===== src/rtl/input_debounce_pkg.sv =====
// Shared types and defaults for the board input conditioning block:
// debounce FSM states, default timing and the request handshake update rule.
package input_debounce_pkg;

  typedef enum logic [1:0] {
    ST_LO,
    ST_RISE,
    ST_HI,
    ST_FALL
  } db_state_t;

  localparam int DEBOUNCE_CYCLES_DEFAULT = 16;
  localparam int CNT_W_DEFAULT           = 5;

  // A pending request only yields to its ack; a press while pending is lost.
  function automatic logic next_req(input logic req, input logic ack, input logic press);
    logic nxt;
    nxt = req;
    if (req && ack) begin
      nxt = 1'b0;
    end else if (!req && press) begin
      nxt = 1'b1;
    end
    return nxt;
  endfunction

endpackage


===== src/rtl/debounce_cell.sv =====
// One raw pin: 2-flop synchronizer, four-state debounce FSM with a stability
// counter, and a one-cycle pulse on the first cycle the clean level goes high.
module debounce_cell
  import input_debounce_pkg::*;
#(
  parameter int DEBOUNCE_CYCLES = DEBOUNCE_CYCLES_DEFAULT,
  parameter int CNT_W           = CNT_W_DEFAULT
) (
  input  logic clock,
  input  logic reset,
  input  logic raw_in,
  output logic level_out,
  output logic rise_pulse
);

  localparam logic [CNT_W-1:0] CNT_ONE  = CNT_W'(1);
  localparam logic [CNT_W-1:0] CNT_LAST = CNT_W'(DEBOUNCE_CYCLES - 1);

  logic            s1;
  logic            s2;
  db_state_t       state;
  db_state_t       state_nxt;
  logic [CNT_W-1:0] cnt;
  logic [CNT_W-1:0] cnt_nxt;
  logic            stb;
  logic            stb_nxt;
  logic            rise_nxt;

  always_ff @(posedge clock or negedge reset) begin
    if (!reset) begin
      s1 <= 1'b0;
      s2 <= 1'b0;
    end else begin
      s1 <= raw_in;
      s2 <= s1;
    end
  end

  always_ff @(posedge clock or negedge reset) begin
    if (!reset) begin
      state      <= ST_LO;
      cnt        <= '0;
      stb        <= 1'b0;
      rise_pulse <= 1'b0;
    end else begin
      state      <= state_nxt;
      cnt        <= cnt_nxt;
      stb        <= stb_nxt;
      rise_pulse <= rise_nxt;
    end
  end

  // The first differing sample counts as 1, so the level flips on the
  // DEBOUNCE_CYCLES-th consecutive differing sample.
  always_comb begin
    state_nxt = state;
    cnt_nxt   = cnt;
    stb_nxt   = stb;
    rise_nxt  = 1'b0;
    unique case (state)
      ST_LO: begin
        if (s2) begin
          state_nxt = ST_RISE;
          cnt_nxt   = CNT_ONE;
        end
      end
      ST_RISE: begin
        if (!s2) begin
          state_nxt = ST_LO;
          cnt_nxt   = '0;
        end else if (cnt == CNT_LAST) begin
          state_nxt = ST_HI;
          cnt_nxt   = '0;
          stb_nxt   = 1'b1;
          rise_nxt  = 1'b1;
        end else begin
          cnt_nxt = cnt + CNT_ONE;
        end
      end
      ST_HI: begin
        if (!s2) begin
          state_nxt = ST_FALL;
          cnt_nxt   = CNT_ONE;
        end
      end
      ST_FALL: begin
        if (s2) begin
          state_nxt = ST_HI;
          cnt_nxt   = '0;
        end else if (cnt == CNT_LAST) begin
          state_nxt = ST_LO;
          cnt_nxt   = '0;
          stb_nxt   = 1'b0;
        end else begin
          cnt_nxt = cnt + CNT_ONE;
        end
      end
      default: begin
        state_nxt = ST_LO;
        cnt_nxt   = '0;
        stb_nxt   = 1'b0;
      end
    endcase
  end

  assign level_out = stb;

endmodule


===== src/rtl/input_debounce_ctrl.sv =====
// Board input conditioning: debounced block-select switches and held write/read
// requests. Optional macro SEL_LOCK_WHILE_REQ_EN freezes each select while its request is pending.
module input_debounce_ctrl
  import input_debounce_pkg::*;
#(
  parameter int DEBOUNCE_CYCLES = DEBOUNCE_CYCLES_DEFAULT,
  parameter int CNT_W           = CNT_W_DEFAULT
) (
  input  logic clock,
  input  logic reset,
  input  logic switch0,
  input  logic switch1,
  input  logic btn_write,
  input  logic btn_read,
  input  logic wr_ack,
  input  logic rd_ack,
  output logic wr_sel,
  output logic rd_sel,
  output logic wr_req,
  output logic rd_req
);

  logic       wr_lvl;
  logic       rd_lvl;
  logic       wr_press;
  logic       rd_press;
  logic [1:0] sel_rise_unused;
  logic [1:0] btn_level_unused;

  debounce_cell #(.DEBOUNCE_CYCLES(DEBOUNCE_CYCLES), .CNT_W(CNT_W)) u_sw0 (
    .clock      (clock),
    .reset      (reset),
    .raw_in     (switch0),
    .level_out  (wr_lvl),
    .rise_pulse (sel_rise_unused[0])
  );

  debounce_cell #(.DEBOUNCE_CYCLES(DEBOUNCE_CYCLES), .CNT_W(CNT_W)) u_sw1 (
    .clock      (clock),
    .reset      (reset),
    .raw_in     (switch1),
    .level_out  (rd_lvl),
    .rise_pulse (sel_rise_unused[1])
  );

  debounce_cell #(.DEBOUNCE_CYCLES(DEBOUNCE_CYCLES), .CNT_W(CNT_W)) u_btn_wr (
    .clock      (clock),
    .reset      (reset),
    .raw_in     (btn_write),
    .level_out  (btn_level_unused[0]),
    .rise_pulse (wr_press)
  );

  debounce_cell #(.DEBOUNCE_CYCLES(DEBOUNCE_CYCLES), .CNT_W(CNT_W)) u_btn_rd (
    .clock      (clock),
    .reset      (reset),
    .raw_in     (btn_read),
    .level_out  (btn_level_unused[1]),
    .rise_pulse (rd_press)
  );

  // An ack landing with a new press clears the old request and drops the press.
  always_ff @(posedge clock or negedge reset) begin
    if (!reset) begin
      wr_req <= 1'b0;
      rd_req <= 1'b0;
    end else begin
      wr_req <= next_req(wr_req, wr_ack, wr_press);
      rd_req <= next_req(rd_req, rd_ack, rd_press);
    end
  end

`ifdef SEL_LOCK_WHILE_REQ_EN
  logic wr_sel_hold;
  logic rd_sel_hold;

  always_ff @(posedge clock or negedge reset) begin
    if (!reset) begin
      wr_sel_hold <= 1'b0;
      rd_sel_hold <= 1'b0;
    end else begin
      if (!wr_req) wr_sel_hold <= wr_lvl;
      if (!rd_req) rd_sel_hold <= rd_lvl;
    end
  end

  assign wr_sel = wr_req ? wr_sel_hold : wr_lvl;
  assign rd_sel = rd_req ? rd_sel_hold : rd_lvl;
`else
  assign wr_sel = wr_lvl;
  assign rd_sel = rd_lvl;
`endif

endmodule


===== config.mk =====
export PLATFORM = sky130hd
export DESIGN_NAME = input_debounce_ctrl
export DESIGN_NICKNAME = d
export VERILOG_FILES = /design/src/rtl/input_debounce_pkg.sv /design/src/rtl/debounce_cell.sv /design/src/rtl/input_debounce_ctrl.sv
export SDC_FILE = /design/constraint.sdc
export NUM_CORES = 1
export LEC_CHECK = 0
export CAP_MARGIN = 20
export CORE_ASPECT_RATIO = 0.75
export CORE_MARGIN = 2
export CORE_UTILIZATION = 40
export CTS_BUF_LIST = sky130_fd_sc_hd__clkbuf_16
export DETAILED_ROUTE_END_ITERATION = 16
export GPL_TIMING_DRIVEN = 0
export HOLD_SLACK_MARGIN = 0.1
export PLACE_DENSITY = 0.69
export SLEW_MARGIN = 20
export SYNTH_ARGS = -nofsm -noshare
export SYNTH_HDL_FRONTEND = slang
export SYNTH_SLANG_ARGS = --single-unit
export TNS_END_PERCENT = 1

===== constraint.sdc =====
create_clock -name clock -period 2.5 [get_ports clock]
set_clock_uncertainty 0.2 [all_clocks]
set_input_delay 0.5 -clock clock [delete_from_list [all_inputs] [get_ports clock]]
set_output_delay 0.5 -clock clock [all_outputs]
set_load 0.02 [all_outputs]

==> flow_metrics.env <==
export IMPL_r2r_slack_ns=0.88
export IMPL_endpoint_kind="primary output"
export IMPL_placed_cell_area_um2=2014
export IMPL_design_area_um2=2183
export IMPL_layout_setup_ws_ns=0.5388
export IMPL_path_max_fanout=3
export IMPL_grt_pass1_vias=1188
export IMPL_dr_pass1_iters=4
export IMPL_layout_commonest_cell="dfrtp_1"
export IMPL_crit_family="buffers and inverters"
export IMPL_cts_buffer_depth=2
export IMPL_cp_cell_sequence="clkdlybuf4s50_1"
export IMPL_antenna_found_initial=0
export IMPL_core_um2=4414
export IMPL_cts_tree="built"
export IMPL_n_antenna_cell=0
export IMPL_viasPerCell=4.892
export IMPL_synth_compound_area_frac=0.1129
export IMPL_synth_simple_area_share=0.1672
export IMPL_grt_max_degree=33
export IMPL_initialDrtViolationCount=55
export IMPL_synthMuxAreaShare=0.03097
export IMPL_crit_buf_inv=1
export IMPL_root_buffer="clkbuf_16"
export IMPL_tns_ns=0
export IMPL_period_share=0.7845
export IMPL_io_buffers=11
export IMPL_ant_nets=0
export IMPL_dp_cells=232
export IMPL_power_mw=1.571
export IMPL_required_ns=1.80
export IMPL_die_w_um=81.85
export IMPL_dp_hpwl_um=1825
export IMPL_grt_ovfl_total=0
export IMPL_synth_seq_cells=42
export IMPL_syn_inst=163
export IMPL_cts_clk_slew_worst_paths_ns=0.06
export IMPL_ys_seq_area_frac=0.5781
export IMPL_numClockSinks=42
export IMPL_finalSetupViolCount=0
export IMPL_cts_made_buffers=5
export IMPL_die_area_um2=5106
export IMPL_max_freq_ghz=0.5099
export IMPL_synth_nets=175
export IMPL_yosys_area_share_adder=0.02753
export IMPL_status="finished clean"
export IMPL_final_hold_violation_count=0
export IMPL_drc=0
export IMPL_grt_pass1_wl_um=5181
export IMPL_drv_slew=0
export IMPL_final_util=0.4946
export IMPL_initial_utilization=0.4118
export IMPL_synth_area_um2=1818
export IMPL_area_growth_pct=20.10
export IMPL_synth_top_family_by_area="simple AND/OR/NAND/NOR gates"
export IMPL_p_per_area_nw_per_um2=719.6
export IMPL_crit_arrival_ns=1.26
export IMPL_drive_gt1_frac=0.1093
export IMPL_start_kind="flip-flop"
export IMPL_vias=1174
export IMPL_wirelength_um=2728
export IMPL_rows=21
export IMPL_power_leakage_nw=0.9679
export IMPL_holdWs_ns=0.1486
export IMPL_layout_common_cells="42 x dfrtp_1, 20 x nand3_1, 18 x o21ai_0"
export IMPL_ys_types=30
export IMPL_fin_crit_ns=1.961
export IMPL_die_y_um=62.39
export IMPL_crit_type="reg -> out"
export IMPL_tightestPinTransition_ns=0.4404
export IMPL_pin_count=12
export IMPL_peakVddDrop_mv=0.3911
export IMPL_globalplace_congestion=0.8432
export IMPL_synth_xor_xnor_area_share=0.07158
export IMPL_cpPeakStageDelay_ns=0.61
export IMPL_fin_cells=240
export IMPL_drv_cap=0
export IMPL_track_usage=0.1332
export IMPL_cts_max_level=2
export IMPL_layout_nets=195
export IMPL_fillCellCount=387
export IMPL_clkLatencyLatePin_ns=0.28
export IMPL_cpMaxStageDelayCell="clkdlybuf4s50_1"
export IMPL_post_place_ws_ns=0.8321
export IMPL_holdCritPathClass="reg -> reg"
export IMPL_post_cts_resize_count=0
export IMPL_grt_setup_unrepaired="no"
export IMPL_maxSlewHeadroom=0.7043
export IMPL_yosysWarnings=0
export IMPL_drt_wirelength_per_cell_um=11.37
export IMPL_syn_avg_cell_area_um2=11.15
==> report_power, final <==
group	internal (mW)	total [mW]	switching, mW
combinational	0.0558	0.120	0.0640
clock	0.462	0.706	0.244
sequential	0.715	0.745	0.0305
total	1.23	1.57	0.339
==> cell type report <==
cell class / instances / area (um^2) / area share
multi-input cells: 116 / 745.7 / 0.3415
clock inverters: 2 / 33.78 / 0.01547
clock buffers: 5 / 125.1 / 0.05731
flip-flops and latches: 42 / 1051 / 0.4814
well taps: 57 / 71.32 / 0.03266
plain buffers: 4 / 17.52 / 0.008023
repair buffers: 13 / 135.1 / 0.06189
inverters: 1 / 3.754 / 0.001719
==> repair_timing <==
| item | in CTS | in global routing |
|---|---|---|
| hold buffers | 1 | 0 |
| endpoints found under the hold margin | 10 | 0 |
| buffers inserted | 0 | 0 |
| endpoints found under the setup margin | 0 | 0 |
==> flip-flops by register name, summed over array words and instances (netlist names), named ones only <==
signal	cells
wr_req	1
u_sw1.level_out	1
u_btn_rd.state	1
u_sw1.s1	1
u_btn_wr.cnt	5
u_sw0.s2	1
u_btn_wr.rise_pulse	1
u_sw0.level_out	1
u_btn_rd.cnt	5
u_btn_wr.state	1
u_sw0.state	1
u_sw0.cnt	5
u_btn_wr.s2	1
u_btn_rd.s2	1
u_sw1.s2	1
u_btn_rd.s1	1
rd_req	1
u_sw1.state	1
u_sw1.cnt	5
u_btn_rd.rise_pulse	1
u_btn_wr.s1	1
u_sw0.s1	1
==> Yosys cell counts <==
| cell | instances | area, um^2 |
|---|---|---|
| and3b_1 | 1 | 8.760 |
| clkbuf_1 | 2 | 7.510 |
| and4b_1 | 1 | 10.01 |
| xor2_2 | 1 | 16.27 |
| nor3b_1 | 1 | 7.510 |
| a22oi_1 | 1 | 7.510 |
| nor2b_1 | 2 | 12.51 |
| o21ai_0 | 18 | 90.09 |
| o21ai_1 | 2 | 10.01 |
| and4b_4 | 2 | 27.53 |
| mux2_4 | 3 | 45.04 |
| nor2_1 | 8 | 30.03 |
| nand3_1 | 20 | 100.1 |
| nor3_1 | 1 | 5.000 |
| inv_1 | 1 | 3.750 |
| o22ai_1 | 1 | 6.260 |
| a31oi_1 | 2 | 12.51 |
| buf_2 | 2 | 10.01 |
| a311oi_1 | 1 | 8.760 |
| dfrtp_1 | 42 | 1051 |
| xor2_1 | 6 | 52.55 |
| ha_1 | 4 | 50.05 |
| nand2_2 | 2 | 12.51 |
| a21oi_1 | 8 | 40.04 |
| o21a_1 | 4 | 30.03 |
| nor3b_2 | 1 | 12.51 |
| and2_1 | 4 | 25.02 |
| xnor2_1 | 7 | 61.31 |
| nand2_1 | 14 | 52.55 |
| mux2_2 | 1 | 11.26 |
==> cell families after synthesis <==
group	count (synthesis)
buf+inv	5
compound gates	37
simple gates	57
fa+ha+maj	4
xor+xnor	14
mux	4
flops	42
==> final timing paths <==
check | endpoint | from | cells after the start
min | u_sw1.s2 | u_sw1.s1 | 0
max | wr_sel | u_sw0.level_out | 1
min in group asynchronous | u_sw0.level_out | reset | 2
max reg2reg | flip-flop | u_btn_rd.cnt[0] | 4
max in group asynchronous | u_btn_rd.cnt[4] | reset | 3
min reg2reg | u_sw1.s2 | u_sw1.s1 | 0
==> per-layer routing <==
layer / track usage / wire, um
met1: 0.1760 / 1464
met2: 0.1911 / 1110
met3: 0.04335 / 81
met4: 0.07500 / 71
met5: 0 / 0
No activity file was read; power rests on OpenSTA's default activity.
